### src/rtl/vending_machine_pkg.sv
// Vending machine shared types: state codes, product prices, coin set.
// Helper functions map a product select to its price and screen coins.
package vending_machine_pkg;

    typedef enum logic [2:0] {
        IDLE     = 3'b000,
        SELECT   = 3'b001,
        COLLECT  = 3'b010,
        DISPENSE = 3'b011,
        REFUND   = 3'b100
    } state_t;

    localparam logic [1:0] CH_NONE = 2'b00;
    localparam logic [1:0] CH_P1   = 2'b01;
    localparam logic [1:0] CH_P2   = 2'b10;
    localparam logic [1:0] CH_P3   = 2'b11;

    localparam logic [4:0] PRICE_P1 = 5'd2;
    localparam logic [4:0] PRICE_P2 = 5'd5;
    localparam logic [4:0] PRICE_P3 = 5'd10;

    localparam logic [3:0] COIN_1  = 4'd1;
    localparam logic [3:0] COIN_2  = 4'd2;
    localparam logic [3:0] COIN_5  = 4'd5;
    localparam logic [3:0] COIN_10 = 4'd10;

    function automatic logic coin_ok(input logic [3:0] m);
        return (m == COIN_1) || (m == COIN_2) ||
               (m == COIN_5) || (m == COIN_10);
    endfunction

    function automatic logic [4:0] price_of(input logic [1:0] c);
        logic [4:0] p;
        p = 5'd0;
        unique case (c)
            CH_P1:   p = PRICE_P1;
            CH_P2:   p = PRICE_P2;
            CH_P3:   p = PRICE_P3;
            default: p = 5'd0;
        endcase
        return p;
    endfunction

endpackage

### src/rtl/vending_machine.sv
// Coin-operated vending FSM: latch product, collect coins, then
// dispense with change or refund on cancel.
module vending_machine
    import vending_machine_pkg::*;
(
    input  logic       clk,
    input  logic [3:0] money,
    input  logic       reset,
    output logic [2:0] states,
    input  logic [1:0] choice,
    output logic       delivery,
    output logic [3:0] change
);

    state_t     state_q, state_d;
    logic [4:0] credit_q, credit_d;
    logic [4:0] price_q, price_d;
    logic       deliv_d;
    logic [3:0] change_d;
    logic [4:0] coin;
    logic [4:0] sum;

    always_comb begin
        coin     = coin_ok(money) ? {1'b0, money} : 5'd0;
        sum      = credit_q + coin;
        state_d  = state_q;
        credit_d = credit_q;
        price_d  = price_q;
        deliv_d  = 1'b0;
        change_d = 4'd0;
        case (state_q)
            IDLE: begin
                credit_d = 5'd0;
                if (choice != CH_NONE) begin
                    price_d = price_of(choice);
                    state_d = SELECT;
                end
            end
            SELECT, COLLECT: begin
                // Reaching the price wins over a same-cycle cancel.
                if (sum >= price_q) begin
                    state_d  = DISPENSE;
                    deliv_d  = 1'b1;
                    change_d = 4'(sum - price_q);
                    credit_d = 5'd0;
                end else if (choice == CH_NONE) begin
                    credit_d = 5'd0;
                    if (state_q == SELECT && coin == 5'd0) begin
                        state_d = IDLE;
                        price_d = 5'd0;
                    end else begin
                        state_d  = REFUND;
                        change_d = sum[3:0];
                    end
                end else if (coin != 5'd0) begin
                    state_d  = COLLECT;
                    credit_d = sum;
                end
            end
            DISPENSE, REFUND: begin
                state_d  = IDLE;
                credit_d = 5'd0;
                price_d  = 5'd0;
            end
            default: begin
                state_d  = IDLE;
                credit_d = 5'd0;
                price_d  = 5'd0;
            end
        endcase
    end

    always_ff @(posedge clk) begin
        if (!reset) begin
            state_q  <= IDLE;
            credit_q <= 5'd0;
            price_q  <= 5'd0;
            delivery <= 1'b0;
            change   <= 4'd0;
        end else begin
            state_q  <= state_d;
            credit_q <= credit_d;
            price_q  <= price_d;
            delivery <= deliv_d;
            change   <= change_d;
        end
    end

    assign states = state_q;

endmodule

### config.mk
export PLATFORM = sky130hd
export DESIGN_NAME = vending_machine
export DESIGN_NICKNAME = d
export VERILOG_FILES = /design/src/rtl/vending_machine_pkg.sv /design/src/rtl/vending_machine.sv
export SDC_FILE = /design/constraint.sdc
export NUM_CORES = 1
export LEC_CHECK = 0
export ABC_AREA = 1
export CORE_UTILIZATION = 52
export DETAILED_ROUTE_END_ITERATION = 8
export PLACE_DENSITY = 0.77
export SYNTH_ARGS = -nofsm -noshare
export SYNTH_HDL_FRONTEND = slang
export SYNTH_SLANG_ARGS = --single-unit
### constraint.sdc
create_clock -name clk -period 3.1 [get_ports clk]
set_input_delay 0.62 -clock clk [delete_from_list [all_inputs] [get_ports clk]]
set_output_delay 0.62 -clock clk [all_outputs]
set_load 0.02 [all_outputs]
# Word-level counts from Yosys, hierarchy flattened
# Index checks and enable logic that the tools add are counted.
# word_totals
input_bits,8
reg_bits,18
out_inout_bits,8
wordCells,55
# op_classes
n_bitwise,2
mux,17
magnitude_cmp,1
eq_ne,14
n_reduce_logical,14
n_addsub,2
# ops
operator,n
two-way mux 5 bit,4
two-way mux 4 bit,4
two-way mux 3 bit,5
one-hot mux 4 bit (3 select lines),1
one-hot mux 5 bit (2 select lines),1
!= test 2 bit (second input constant),4
one-hot mux 3 bit (2 select lines),1
adder 5 x 4 -> 5 bit,1
>= comparator 5 bit,1
zero test 5 bit,1
nonzero test 5 bit,1
equality test 2 bit (second input constant),2
equality test 4 x 1 -> 1 bit (second input constant),1
equality test 4 x 2 -> 1 bit (second input constant),1
equality test 4 x 3 -> 1 bit (second input constant),1
equality test 4 bit (second input constant),1
!= test 4 bit (second input constant),1
AND reduction 2 bit,2
AND reduction 4 bit,1
OR reduction 4 bit,1
subtractor 4 bit,1
equality test 3 x 1 -> 1 bit (second input constant),1
equality test 3 x 2 -> 1 bit (second input constant),1
zero test 3 bit,1
other kinds (8),11

# Depth between registers and ports, before layout
# Gate-level depths: netlist (run 1).
# logic_depth
ltp_word,11
mapped_depth,16
depth_no_buf,16

# Least setup slack after synthesis (run 1)
# OpenSTA, ideal clock, no wires.
# synth_path
path_kind,input to register
startpoint,input port money[3]
endpoint,register state_q[0] (netlist: states[0])
slack_ns,0.296
path_stages,13
arrival_ns,2.689
cell_sequence,inv_1 -> nand3_1 -> inv_1 -> ha_1 -> fa_1 -> xor2_1 -> ha_1 -> a21oi_2 -> nand2_2 -> a21oi_4 -> nand4_1 -> a21oi_1 -> nor2_1
# synth_via
elab_chain_cells,9
# synth_lines
element,line,rtl
from (decl),vending_machine.sv:7,"input logic [3:0] money,"
equality test 4 x 1 -> 1 bit / equality test 4 x 2 -> 1 bit (equally long branches),vending_machine_pkg.sv:28,return (m == COIN_1) || (m == COIN_2) ||
logical OR 1 bit (2 in a row),vending_machine_pkg.sv:28,
logical OR 1 bit *,vending_machine_pkg.sv:29,(m == COIN_5) || (m == COIN_10);
two-way mux 4 bit *,vending_machine.sv:24,"coin = coin_ok(money) ? {1'b0, money} : 5'd0;"
adder 5 x 4 -> 5 bit *,vending_machine.sv:25,sum = credit_q + coin;
named net sum[2],vending_machine.sv:21,logic [4:0] sum;
>= comparator 5 bit *,vending_machine.sv:41,if (sum >= price_q) begin
!= test 4 bit (no line) / two-way mux 3 bit (equally long branches),--,
AND reduction 2 bit (no line) / one-hot mux 3 bit (2 select lines) (equally long branches),--,
to (signal assigned),vending_machine.sv:81,state_q <= state_d;
to (decl),vending_machine.sv:15,"state_t state_q, state_d;"
# Mark *: on every way through the listed nets, which the timed path passes. The rest lies on a longest branch.
# A chain may end at the register's enable or synchronous reset.

# Worst setup path after layout (run 1)
# layout_path
startpoint,input port money[2]
endpoint,register state_q[1] (netlist: states[1])
# layout_via
elab_chain_cells,9
# layout_lines
element,line
equality test 4 x 1 -> 1 bit / equality test 4 x 2 -> 1 bit (equally long branches),vending_machine_pkg.sv:28
logical OR 1 bit (2 in a row),vending_machine_pkg.sv:28
logical OR 1 bit,vending_machine_pkg.sv:29
two-way mux 4 bit *,vending_machine.sv:24
adder 5 x 4 -> 5 bit *,vending_machine.sv:25
named net sum[2],vending_machine.sv:21
>= comparator 5 bit *,vending_machine.sv:41
!= test 4 bit (no line) / two-way mux 3 bit (equally long branches),--
AND reduction 2 bit (no line) / one-hot mux 3 bit (2 select lines) (equally long branches),--
# Marked as above.

==> results.py, run 1 <==
metrics = {
    "pwr": {
        "power.leakage_uw": 0.000681,
        "p_sw_uw": 424,
        "seq_power_share_pct": 28.0,
        "power.density_nw_per_um2": 668,
        "totalPowerFinal_uw": 958,
        "p_comb_share_pct": 56.3,
        "peakVddDrop_mv": 0.473,
        "p_sw_share_pct": 44.3,
        "p_int_uw": 534,
        "pwr-share-clk_pct": 15.7,
    },
    "finish": {
        "antenna_cells": 0,
        "fin_cells": 203,
        "fin_nets": 197,
        "drive_above_1_share_pct": 25.8,
        "mostFrequentLayoutCells": "nand2_1 (35), inv_1 (18), dfxtp_1 (16)",
        "final_common_cell": "nand2_1",
        "fin_area_um2": 1430,
        "area_delta_synth_final_pct": 36.3,
        "fill_cells": 137,
    },
    "floorplan": {
        "die_h_um": 47.0,
        "start_util_pct": 58.4,
        "die_w_um": 47.0,
        "core_um2": 1800,
        "fp-row-count": 15,
        "pin_count": 16,
        "die-area_um2": 2210,
    },
    "detailed_routing": {
        "wire_per_inst_um": 12.9,
        "vias": 1049,
        "drtIter0Drc": 20,
        "first_pass_iters": 4,
        "wirelength_mm": 2.62,
        "drt.antenna.violating_nets": 0,
        "drc": 0,
        "viasPerCell": 5.17,
    },
    "place": {
        "dpl_cell_area_um2": 1320,
        "hpwl_mm": 2.02,
        "gp_congestion": 0.892,
        "port_buffers": 15,
        "dp_cells": 197,
    },
    "cts": {
        "insertion_delay_ns": 0.31,
        "clk_path_buf_depth": 2,
        "cts_buffers": 3,
        "cts_tree": "built",
        "numClockSinks": 16,
        "clk_pin_slew_ns": 0.10,
        "h-tree-depth": 1,
        "root_buffer": "clkbuf_4",
    },
    "worst_setup_path": {
        "endpoint_kind": "flop",
        "slowest_delay_ns": 0.45,
        "critPathMaxFanout": 4,
        "critPathSlowestCell": "clkdlybuf4s50_1",
        "worstSetupStartpointType": "input pin",
        "crit_family": "adder cells",
        "worstPathRequired_ns": 3.32,
        "crit_buf_inv": 3,
        "path_class": "in2reg",
        "arrival_ns": 3.10,
        "crit_path_cell_trace": "clkdlybuf4s50_1 -> inv_1 -> nand3_1 -> inv_1 -> fa_2 -> xor2_4 -> ha_4 -> a21oi_2 -> nand2_2 -> a21oi_4 -> nand4_1 -> a21oi_1 -> nor2_1",
        "cp_common_cell": "inv_1",
    },
    "global_routing": {
        "antenna_found_initial": 0,
        "grt_usage_pct": 28.0,
        "grt_max_degree": 10,
        "grt_pass1_wl_mm": 4.24,
        "overflow": 0,
        "grt_pass1_vias": 1021,
    },
    "sta": {
        "rsz0062_at_grt": "false",
        "tightest_slew_ns": 0.233,
        "final.setup.tns_ns": 0,
        "fin_skew_ns": 0.00352,
        "hold_violations": 0,
        "maxSlewHeadroom_pct": 84.3,
        "finalCritPeriodShare_pct": 93.0,
        "max_clock_freq_ghz": 0.347,
        "setup_viol": 0,
        "period_needed_ns": 2.88,
        "drv_slew": 0,
    },
    "yosys": {
        "synth_area_per_cell_um2": 7.21,
        "ys_seq_elements": 16,
        "netlist_instances": 146,
        "syn-cell-area_um2": 1050,
        "synth_cell_type_count": 24,
        "ys_seq_area_share_pct": 30.4,
        "yosysWarnings": 0,
        "postSynthNetCount": 164,
    },
    "status": {
        "status": "complete, no violations",
    },
    "hold_path": {
        "hold_path_class": "reg2reg",
    },
    "run": {
        "max_cap_viol_count": 0,
    },
}
## worst min-delay path, delay by kind of cell (launching register included)
family,cells,cell delay (ns)
flip-flops,1,0.33
AND/OR/NAND/NOR,1,0.06
AO/OA/AOI/OAI,1,0.05
## timing repair
action                                 in CTS  in global routing
setup endpoints to repair                   7                 14
hold buffers                                0                  0
gates resized for setup                     5                 10
endpoints found under the hold margin       0                  0
setup buffers                               0                  2
pin swaps                                   3                 12
## layout make-up
type	instances	area, µm²	share of cell area [%]
clock buffers	4	36.3	2.53
inverters	23	87.6	6.11
well taps	25	31.3	2.18
repair buffers	28	259	18.1
multi-input cells	107	699	48.8
flip-flops and latches	16	320	22.3
## per-stage QoR
| stage | hold WS, ns | setup WS, ns | utilization (%) |
|---|---|---|---|
| after floorplan | 0.439 | 0.296 | - |
| after global placement | 0.455 | -0.257 | 73.1 |
| after detailed placement | 0.460 | -0.420 | 73.1 |
| after CTS | 0.473 | 0.00957 | 76.9 |
| after global routing | 0.501 | 0.0251 | 79.6 |
| final | 0.470 | 0.217 | 79.6 |
## per-layer routing
metal	share of wire, %	vias up	wire length [µm]	global-route usage, %
met5	0	-	0	0
met4	2.2	0	57	16.0
met3	4.2	7	109	8.46
met2	51	33	1350	46.9
met1	42	483	1100	31.6
li1	-	526	-	-
## power groups by stage
stage	clock network (µW)	registers, µW	logic, µW
final	151	268	539
after global routing	158	275	601
after CTS	147	268	530
after detailed placement	0	273	523
after global placement	0	272	508
after floorplan	0	306	334
## synth_stat cells
cell type,number,area (µm²)
nand4_1,1,6.26
clkinv_2,1,5.00
a21oi_2,1,8.76
nand2_2,5,31.3
xor2_1,3,26.3
nand2_1,36,135
inv_1,20,75.1
o21bai_2,1,11.3
nand3_1,14,70.1
a21oi_1,13,65.1
or2_2,1,6.26
nor2_1,11,41.3
inv_2,2,7.51
nand2_4,2,22.5
nor2_4,1,11.3
dfxtp_1,16,320
o31ai_1,1,7.51
fa_1,2,40.0
nor2_2,2,12.5
or2_1,1,6.26
nand3_2,2,20.0
a21oi_4,1,16.3
nor4_1,1,6.26
ha_1,8,100
## logic make-up (layout without fill, tap and decap cells)
group	Yosys count	count (layout)	share of synthesized area [%]
buffers and inverters	23	55	8.32
XOR/XNOR	3	3	2.50
adder cells (fa/ha/maj)	10	10	13.3
AO/OA/AOI/OAI	17	17	10.3
flip-flops	16	16	30.4
AND/OR/NAND/NOR	77	77	35.1
## sequential cells by signal, indices dropped and copies added (netlist names)
| name | cells |
|---|---|
| change | 4 |
| credit_q | 5 |
| delivery | 1 |
| price_q | 3 |
| states | 3 |
## final timing paths
| kind | startpoint | to | slack [ns] | depth (start not counted) |
|---|---|---|---|---|
| hold / removal | price_q[1] | price_q[1] | 0.47 | 2 |
| setup / recovery | money[2] | states[1] | 0.22 | 13 |
| hold reg to reg | price_q[1] | price_q[1] | 0.47 | 2 |
| setup reg to reg | credit_q[0] | states[1] | 0.70 | 10 |
(Power assumes the default switching activity.)
==> run 2: changes to the inputs <==
--- a/config.mk
+++ b/config.mk
@@ -9,6 +9,8 @@
 export CORE_UTILIZATION = 52
 export DETAILED_ROUTE_END_ITERATION = 8
 export PLACE_DENSITY = 0.77
+export REMOVE_ABC_BUFFERS = 1
+export SKIP_CTS_REPAIR_TIMING = 1
 export SYNTH_ARGS = -nofsm -noshare
 export SYNTH_HDL_FRONTEND = slang
 export SYNTH_SLANG_ARGS = --single-unit
==> run 2 against run 1 <==
- power decreased by 0.21%
- core utilization decreased by 0.62 points
- via count increased by 0.38%
- global-route usage decreased by 2.1 points
- setup slack got worse by 0.096 ns
- register-to-register slack got worse by 0.08 ns
- sequential power about the same
- wire length decreased by 0.73%
- cell area decreased by 0.79%
- non-clock buffer count unchanged
==> results.py, run 2 (synthesized netlist as in run 1, its figures left out) <==
metrics = {
    "finish": {
        "final_common_cell": "nand2_1",
        "fin_area_um2": 1420,
        "largest-register": "credit_q",
        "area.sequential_um2": 320,
        "largest_reg_flops": 5,
        "mostFrequentLayoutCells": "nand2_1 (35), inv_1 (18), dfxtp_1 (16)",
        "top_regs": "credit_q (5), change (4)",
        "area_delta_synth_final_pct": 35.2,
        "multiInputGateArea_um2": 688,
        "antenna_cells": 0,
        "drive_above_1_share_pct": 25.8,
        "fin_nets": 197,
        "fill_cells": 138,
        "fin_cells": 203,
    },
    "hold_path": {
        "min_to": "price_q[1]",
        "hold_path_class": "reg2reg",
        "worstHoldStart": "price_q[1]",
        "hold_depth": 2,
    },
    "sta": {
        "drv_slew": 0,
        "maxSlewHeadroom_pct": 83.8,
        "period_needed_ns": 2.98,
        "finalCritPeriodShare_pct": 96.1,
        "tightest_slew_ns": 0.240,
        "max_clock_freq_ghz": 0.336,
        "fin_skew_ns": 0.00256,
        "hold_violations": 0,
        "fin_hold_ws_ns": 0.474,
        "setup_viol": 0,
    },
    "detailed_routing": {
        "viasPerCell": 5.19,
        "drtIter0Drc": 34,
        "first_pass_iters": 4,
        "wire_per_inst_um": 12.8,
        "drt.antenna.violating_nets": 0,
        "vias": 1053,
        "drc": 0,
        "wirelength_mm": 2.60,
    },
    "global_routing": {
        "grt_pass1_vias": 980,
        "grt_pass1_wl_mm": 3.97,
        "antenna_found_initial": 0,
        "overflow": 0,
        "grt_usage_pct": 26.0,
        "grt_max_degree": 10,
    },
    "worst_setup_path": {
        "endpoint_kind": "flop",
        "cp_common_cell": "inv_1",
        "rr_worst_depth": 10,
        "r2r_slack_ns": 0.62,
        "path_class": "in2reg",
        "arrival_ns": 3.19,
        "worstPathRequired_ns": 3.31,
        "critPathSlowestCell": "clkdlybuf4s50_1",
        "slowest_delay_ns": 0.45,
        "rr_startpoint": "credit_q[0]",
        "worstSetupStartpointType": "input pin",
        "worstReg2RegEnd": "states[1]",
        "critPathMaxFanout": 4,
        "crit_path_cell_trace": "clkdlybuf4s50_1 -> inv_1 -> nand3_1 -> inv_1 -> fa_2 -> xor2_2 -> ha_4 -> a21oi_2 -> nand2_2 -> a21oi_4 -> nand4_1 -> a21oi_1 -> nor2_1",
    },
    "floorplan": {
        "die_h_um": 47.0,
        "start_util_pct": 58.4,
        "die_w_um": 47.0,
        "die-area_um2": 2210,
        "core_um2": 1800,
        "pin_count": 16,
        "fp-row-count": 15,
    },
    "cts": {
        "clk_path_buf_depth": 2,
        "h-tree-depth": 1,
        "insertion_delay_ns": 0.31,
        "cts_buffers": 3,
        "cts_tree": "built",
        "root_buffer": "clkbuf_4",
        "numClockSinks": 16,
        "clk_pin_slew_ns": 0.10,
    },
    "pwr": {
        "p_sw_share_pct": 44.2,
        "pwr-share-clk_pct": 15.5,
        "power.leakage_uw": 0.000679,
        "p_sw_uw": 422,
        "p_comb_share_pct": 56.4,
        "totalPowerFinal_uw": 956,
        "p_int_uw": 534,
        "peakVddDrop_mv": 0.459,
        "seq_power_share_pct": 28.1,
        "power.density_nw_per_um2": 672,
    },
    "place": {
        "port_buffers": 15,
        "dp_cells": 197,
        "hpwl_mm": 2.02,
        "dpl_cell_area_um2": 1320,
        "gp_congestion": 0.892,
    },
    "run": {
        "max_cap_viol_count": 0,
    },
    "status": {
        "status": "complete, no violations",
    },
}
[run 2: cell counts in the layout (fill, tap and decap cells not counted)]
Identical to the previous run, type by type.
[run 2: power by group through the flow]
stage / Clock, µW / Combinational (µW) / Sequential [µW]
after global routing: 155 / 597 / 274
after CTS: 147 / 525 / 268
final: 148 / 539 / 268
after global placement: 0 / 508 / 272
after floorplan: 0 / 334 / 306
after detailed placement: 0 / 523 / 273
[run 2: how the worst max path moves through the flow]
stage / start / to / slack (ns) / cells after the start
floorplan: money[3] / states[0] / 0.30 / 13
global placement: money[3] / states[0] / -0.26 / 14
detailed placement: money[1] / states[1] / -0.42 / 14
CTS: money[1] / states[1] / -0.09 / 14
global route: money[2] / states[1] / -0.06 / 14
finish: money[2] / states[1] / 0.12 / 13
[run 2: layout make-up]
cell class | count | share of cell area [%]
inverter | 23 | 6.16
clock buffer | 4 | 2.55
tap | 25 | 2.20
sequential | 16 | 22.5
timing repair buffer | 28 | 18.2
multi-input combinational | 107 | 48.4
[run 2: routing by layer]
metal / track usage, % / vias up / wire length, µm
met1: 30.1 / 489 / 1120
met2: 45.3 / 29 / 1350
met5: 0 / - / 0
li1: - / 530 / -
met3: 6.15 / 5 / 88
met4: 11.4 / 0 / 46
[run 2: critical path, delay by kind of cell]
kind            cells  cell delay, ns
buf+inv             3            0.61
xor+xnor            1            0.25
compound gates      3            0.55
simple gates        4            0.51
fa+ha+maj           2            0.67
[run 2: stage by stage]
stage	setup WS [ns]	setup TNS (ns)	util [%]
floorplan	0.296	0	-
global placement	-0.257	-2.85	73.1
detailed placement	-0.420	-4.99	73.1
CTS	-0.0897	-0.198	75.1
global route	-0.0575	-0.0576	79.0
finish	0.121	0	79.0
